==> src/rtl/axis_arb_mux.sv <==
// Packet-aware N-to-1 AXI-Stream merge with round-robin arbitration.
// Arbitration happens only between packets. The grant is held from the
// first beat through the tlast beat, and the output stage is a single
// registered beat.
//
// state     | meaning
// ----------+----------------------------------------------------------
// ST_IDLE   | no grant; choose the next valid stream after last_grant
// ST_LOCKED | grant_q owns the output until its tlast beat is accepted
module axis_arb_mux #(
    parameter int AXIS_BYTES     = 1,
    parameter int AXIS_USER_BITS = 1,
    parameter int NUM_STREAMS    = 2,
    parameter int ID_BITS        = $clog2(NUM_STREAMS)
) (
    input  logic                                  clk,
    input  logic                                  areset,
    output logic [NUM_STREAMS-1:0]                axis_i_tready,
    input  logic [NUM_STREAMS-1:0]                axis_i_tvalid,
    input  logic [NUM_STREAMS-1:0]                axis_i_tlast,
    input  logic [NUM_STREAMS*AXIS_BYTES*8-1:0]   axis_i_tdata,
    input  logic [NUM_STREAMS*AXIS_USER_BITS-1:0] axis_i_tuser,
    input  logic                                  axis_o_tready,
    output logic                                  axis_o_tvalid,
    output logic                                  axis_o_tlast,
    output logic [AXIS_BYTES*8-1:0]               axis_o_tdata,
    output logic [AXIS_USER_BITS-1:0]             axis_o_tuser,
    output logic [ID_BITS-1:0]                    axis_o_tid
);

    localparam int DW = AXIS_BYTES * 8;
    localparam int UW = AXIS_USER_BITS;

    typedef enum logic {
        ST_IDLE   = 1'b0,
        ST_LOCKED = 1'b1
    } state_t;

    state_t              state_q, state_d;
    logic [ID_BITS-1:0]  grant_q, grant_d;
    logic [ID_BITS-1:0]  last_grant_q, last_grant_d;
    logic                o_valid_q, o_valid_d;
    logic                o_last_q, o_last_d;
    logic [DW-1:0]       o_data_q, o_data_d;
    logic [UW-1:0]       o_user_q, o_user_d;
    logic [ID_BITS-1:0]  o_id_q, o_id_d;

    logic                pick_valid;
    logic [ID_BITS-1:0]  pick_idx;
    logic [ID_BITS-1:0]  cand;
    logic [NUM_STREAMS-1:0] ready_vec;
    logic                accept;
    logic                g_last;
    logic [DW-1:0]       g_data;
    logic [UW-1:0]       g_user;

    // (base + off) mod NUM_STREAMS, with off in 1..NUM_STREAMS
    function automatic logic [ID_BITS-1:0] wrap_idx(input logic [ID_BITS-1:0] base,
                                                    input int off);
        int s;
        s = int'(base) + off;
        if (s >= NUM_STREAMS) s = s - NUM_STREAMS;
        return ID_BITS'(s);
    endfunction

    // Round-robin search: first valid stream after last_grant, wrapping
    always_comb begin
        pick_valid = 1'b0;
        pick_idx   = '0;
        cand       = '0;
        for (int i = 1; i <= NUM_STREAMS; i++) begin
            cand = wrap_idx(last_grant_q, i);
            if (!pick_valid && axis_i_tvalid[cand]) begin
                pick_valid = 1'b1;
                pick_idx   = cand;
            end
        end
    end

    // Only the granted stream sees ready; it depends on state and the sink alone
    always_comb begin
        ready_vec = '0;
        if (state_q == ST_LOCKED) begin
            ready_vec[grant_q] = !o_valid_q || axis_o_tready;
        end
    end

    assign axis_i_tready = ready_vec;
    assign accept = (state_q == ST_LOCKED) && axis_i_tvalid[grant_q] && ready_vec[grant_q];
    assign g_last = axis_i_tlast[grant_q];
    assign g_data = axis_i_tdata[int'(grant_q)*DW +: DW];
    assign g_user = axis_i_tuser[int'(grant_q)*UW +: UW];

    // Next-state, grant bookkeeping and output-register load/drain
    always_comb begin
        state_d      = state_q;
        grant_d      = grant_q;
        last_grant_d = last_grant_q;
        o_valid_d    = o_valid_q;
        o_last_d     = o_last_q;
        o_data_d     = o_data_q;
        o_user_d     = o_user_q;
        o_id_d       = o_id_q;

        case (state_q)
            ST_IDLE: begin
                if (pick_valid) begin
                    grant_d      = pick_idx;
                    last_grant_d = pick_idx;
                    state_d      = ST_LOCKED;
                end
            end
            ST_LOCKED: begin
                if (accept && g_last) begin
                    state_d = ST_IDLE;
                end
            end
            default: state_d = ST_IDLE;
        endcase

        if (accept) begin
            o_valid_d = 1'b1;
            o_last_d  = g_last;
            o_data_d  = g_data;
            o_user_d  = g_user;
            o_id_d    = grant_q;
        end else if (axis_o_tready) begin
            o_valid_d = 1'b0;
        end
    end

    // State and output registers; reset discards any partial packet
    always_ff @(posedge clk or posedge areset) begin
        if (areset) begin
            state_q      <= ST_IDLE;
            grant_q      <= '0;
            last_grant_q <= ID_BITS'(NUM_STREAMS - 1);
            o_valid_q    <= 1'b0;
            o_last_q     <= 1'b0;
            o_data_q     <= '0;
            o_user_q     <= '0;
            o_id_q       <= '0;
        end else begin
            state_q      <= state_d;
            grant_q      <= grant_d;
            last_grant_q <= last_grant_d;
            o_valid_q    <= o_valid_d;
            o_last_q     <= o_last_d;
            o_data_q     <= o_data_d;
            o_user_q     <= o_user_d;
            o_id_q       <= o_id_d;
        end
    end

    assign axis_o_tvalid = o_valid_q;
    assign axis_o_tlast  = o_last_q;
    assign axis_o_tdata  = o_data_q;
    assign axis_o_tuser  = o_user_q;
    assign axis_o_tid    = o_id_q;

endmodule

==> config.mk <==
export PLATFORM = sky130hd
export DESIGN_NAME = axis_arb_mux
export DESIGN_NICKNAME = d
export VERILOG_FILES = /design/src/rtl/axis_arb_mux.sv
export SDC_FILE = /design/constraint.sdc
export NUM_CORES = 1
export LEC_CHECK = 0
export BUFFER_PORTS_ARGS = -buffer_cell sky130_fd_sc_hd__buf_2
export CAP_MARGIN = 20
export CORE_MARGIN = 2
export CORE_UTILIZATION = 44
export CTS_CLUSTER_DIAMETER = 200
export DETAILED_ROUTE_END_ITERATION = 8
export PLACE_DENSITY_LB_ADDON = 0.05
export SYNTH_ARGS = -nofsm -noshare
export SYNTH_HDL_FRONTEND = slang
export SYNTH_SLANG_ARGS = --single-unit
export TNS_END_PERCENT = 10
==> constraint.sdc <==
create_clock -name clk -period 1.6 [get_ports clk]
set_input_delay 0 -clock clk [delete_from_list [all_inputs] [get_ports clk]]
set_output_delay 0 -clock clk [all_outputs]
set_load 0.005 [all_outputs]
==> results.cfg <==
[run_status]
status = completed

[layout]
layout.nets = 128
insertedDiodeCount = 0
fillers = 161
areaGrowthSynthToFinish_pct = 32.2
final_util = 0.613
drive_above_1_share = 0.657
design_area_mm2 = 0.00106

[logic_synthesis]
yosysTopAreaCell = dfrtp_1
ys_top_cells_by_count = dfrtp_1, mux2_2, mux2_4
synthCells = 58
synth.cell_area_um2 = 801
yosys-top-cells-area = dfrtp_1, mux2_2, mux2_4
syn_avg_cell_area_um2 = 13.8
async_flop_share = 1.00
yosys_warnings = 0
netlist.area_leader.share = 0.438
synth_seq_cells = 15
synth_edf_count = 0
ys.flop_type = dfrtp_1
ys_seq_area_frac = 0.470
synth_most_common_cell = dfrtp_1
synth.distinct_cells = 21
syn-num-nets = 83

[detailed_routing]
wl_per_cell_um = 12.6
route.detailed.drc = 0
dr.pass1.iters = 4
num_vias = 596
ant_nets = 0
viasPerCell = 4.69
routed_wl_um = 1600
drt-initial-drc-count = 3

[cts]
htreeDepth = 1
cts.sinks = 15
path_clk_slew_ns = 0.09
root_buffer = clkbuf_4
numCtsBuffers = 3
clkLatencyLatePin_ns = 0.27
cts.path.max_buffers = 2
cts_resized = 0
cts_tree = built

[floorplan]
io_pins = 39
die_x_um = 46.7
fp.dieArea_mm2 = 0.00218
die_h_um = 46.7
core_area_mm2 = 0.00173
row_count = 15
start_util = 0.464

[timing]
maxSlewHeadroom = 0.628
max_freq_ghz = 0.711
slew_viol_final = 0
tightestPinTransition_ns = 0.557
setup_tns_ns = 0
hold_viol_final = 0
finalCriticalPeriod_ns = 1.41
setup_viol = 0
finClkSkew_ns = 0.00464
rsz0062_at_grt = no
period_share = 0.879

[grt]
grt_usage = 0.174
grt_remaining_overflow = 0
grt_pass1_wl_um = 2570
antenna_found_initial = 0
grt_max_degree = 16
grt_pass1_vias = 582

[setup_path]
criticalPathCategory = flip-flop to flip-flop
required_ns = 1.76
crit_path_end_kind = flip-flop
worstRegToRegCells = 4
cp-start-kind = flip-flop
critPathArrivalTime_ns = 1.57
worstPathMaxFanout = 9

[pwr]
p_per_area_mw_per_mm2 = 1870
ir_drop_v = 0.00106
leakage_nw = 0.552

[placement]
place_congestion = 0.669
post-dp-hpwl_um = 1260
dpl_cell_area_mm2 = 0.00102
io_buffers = 38

[worst_hold_path]
hold_depth = 2
min-delay-path-class = input pin to flip-flop

[run]
cap_violations = 0
logic make-up after synthesis:
family | Yosys count | share of synthesized area
simple gates | 11 | 0.0766
buf+inv | 5 | 0.0625
mux | 20 | 0.311
compound gates | 7 | 0.0797
flops | 15 | 0.470
per-layer routing:
metal,up-vias,GRT usage,part of all wire
li1,293,-,-
met1,281,0.232,0.45
met2,20,0.278,0.48
met3,2,0.0353,0.058
met4,0,0.0667,0.011
met5,-,0,0
worst paths after layout:
kind	start	to	slack (ns)
setup reg to reg	grant_q$_DFFE_PP0P_	axis_o_tuser$_DFFE_PP0P_	0.19
setup / recovery	grant_q$_DFFE_PP0P_	axis_o_tuser$_DFFE_PP0P_	0.19
hold / removal	axis_i_tvalid[0]	state_q$_DFF_PP0_	0.02
max in group asynchronous	areset	last_grant_q$_DFFE_PP1P_	0.92
hold reg to reg	axis_o_tdata[5]$_DFFE_PP0P_	axis_o_tdata[5]$_DFFE_PP0P_	0.52
min in group asynchronous	areset	axis_o_tdata[1]$_DFFE_PP0P_	0.31
power breakdown:
part / switching (mW) / total [mW] / internal [mW]
logic: 0.388 / 1.05 / 0.658
clock network: 0.114 / 0.211 / 0.0964
registers: 0.135 / 0.717 / 0.582
total: 0.637 / 1.97 / 1.34
critical path, cell delays in order (launching register included):
cell      delay (ns)
dfrtp_1         0.43
and2_4          0.16
o211ai_4        0.21
buf_12          0.16
mux2_2          0.33
flip-flops by register name (all words and copies together), names as in the netlist:
signal	cells
axis_o_tvalid	1
grant_q	1
state_q	1
axis_o_tid	1
axis_o_tlast	1
axis_o_tdata	8
last_grant_q	1
axis_o_tuser	1
layout make-up:
| class | instances | area, um^2 | area share |
|---|---|---|---|
| Sequential cell | 15 | 377 | 0.356 |
| Timing Repair Buffer | 43 | 243 | 0.229 |
| Clock buffer | 4 | 26.3 | 0.0248 |
| Multi-Input combinational cell | 38 | 374 | 0.353 |
| Inverter | 2 | 7.51 | 0.00709 |
| Tap cell | 25 | 31.3 | 0.0296 |
metrics by stage:
stage | hold slack [ns] | std cells | power, mW | setup WS, ns
6_report | 0.0246 | 127 | 1.97 | 0.194
5_1_grt | 0.0292 | 127 | 2.12 | 0.159
4_1_cts | 0.0135 | 127 | 2.00 | 0.186
3_5_place_dp | 0.0813 | 122 | 1.78 | 0.194
3_3_place_gp | 0.0833 | 122 | 1.75 | 0.235
2_1_floorplan | -0.0992 | 58 | 1.47 | 0.189
repair_timing:
| action | CTS | global route |
|---|---|---|
| buffers inserted | 0 | 0 |
| hold endpoints to repair | 14 | 0 |
| hold buffers | 1 | 0 |
layout by cell type (no fill, tap or decap):
master	count
buf_4	3
dfstp_2	1
clkbuf_1	1
buf_2	38
o21ai_0	1
mux2_4	7
nand2_1	3
nor2_1	2
a31oi_1	1
buf_12	1
a21oi_1	1
dfrtp_1	14
mux2i_1	2
o211ai_4	1
inv_1	2
and3_1	1
mux2_2	11
a21o_1	1
dlygate4sd3_1	1
clkbuf_4	3
nand2b_1	3
o32a_1	1
nor2b_2	1
and2_4	1
a311oi_1	1
Power figures use the tool's default switching activity.
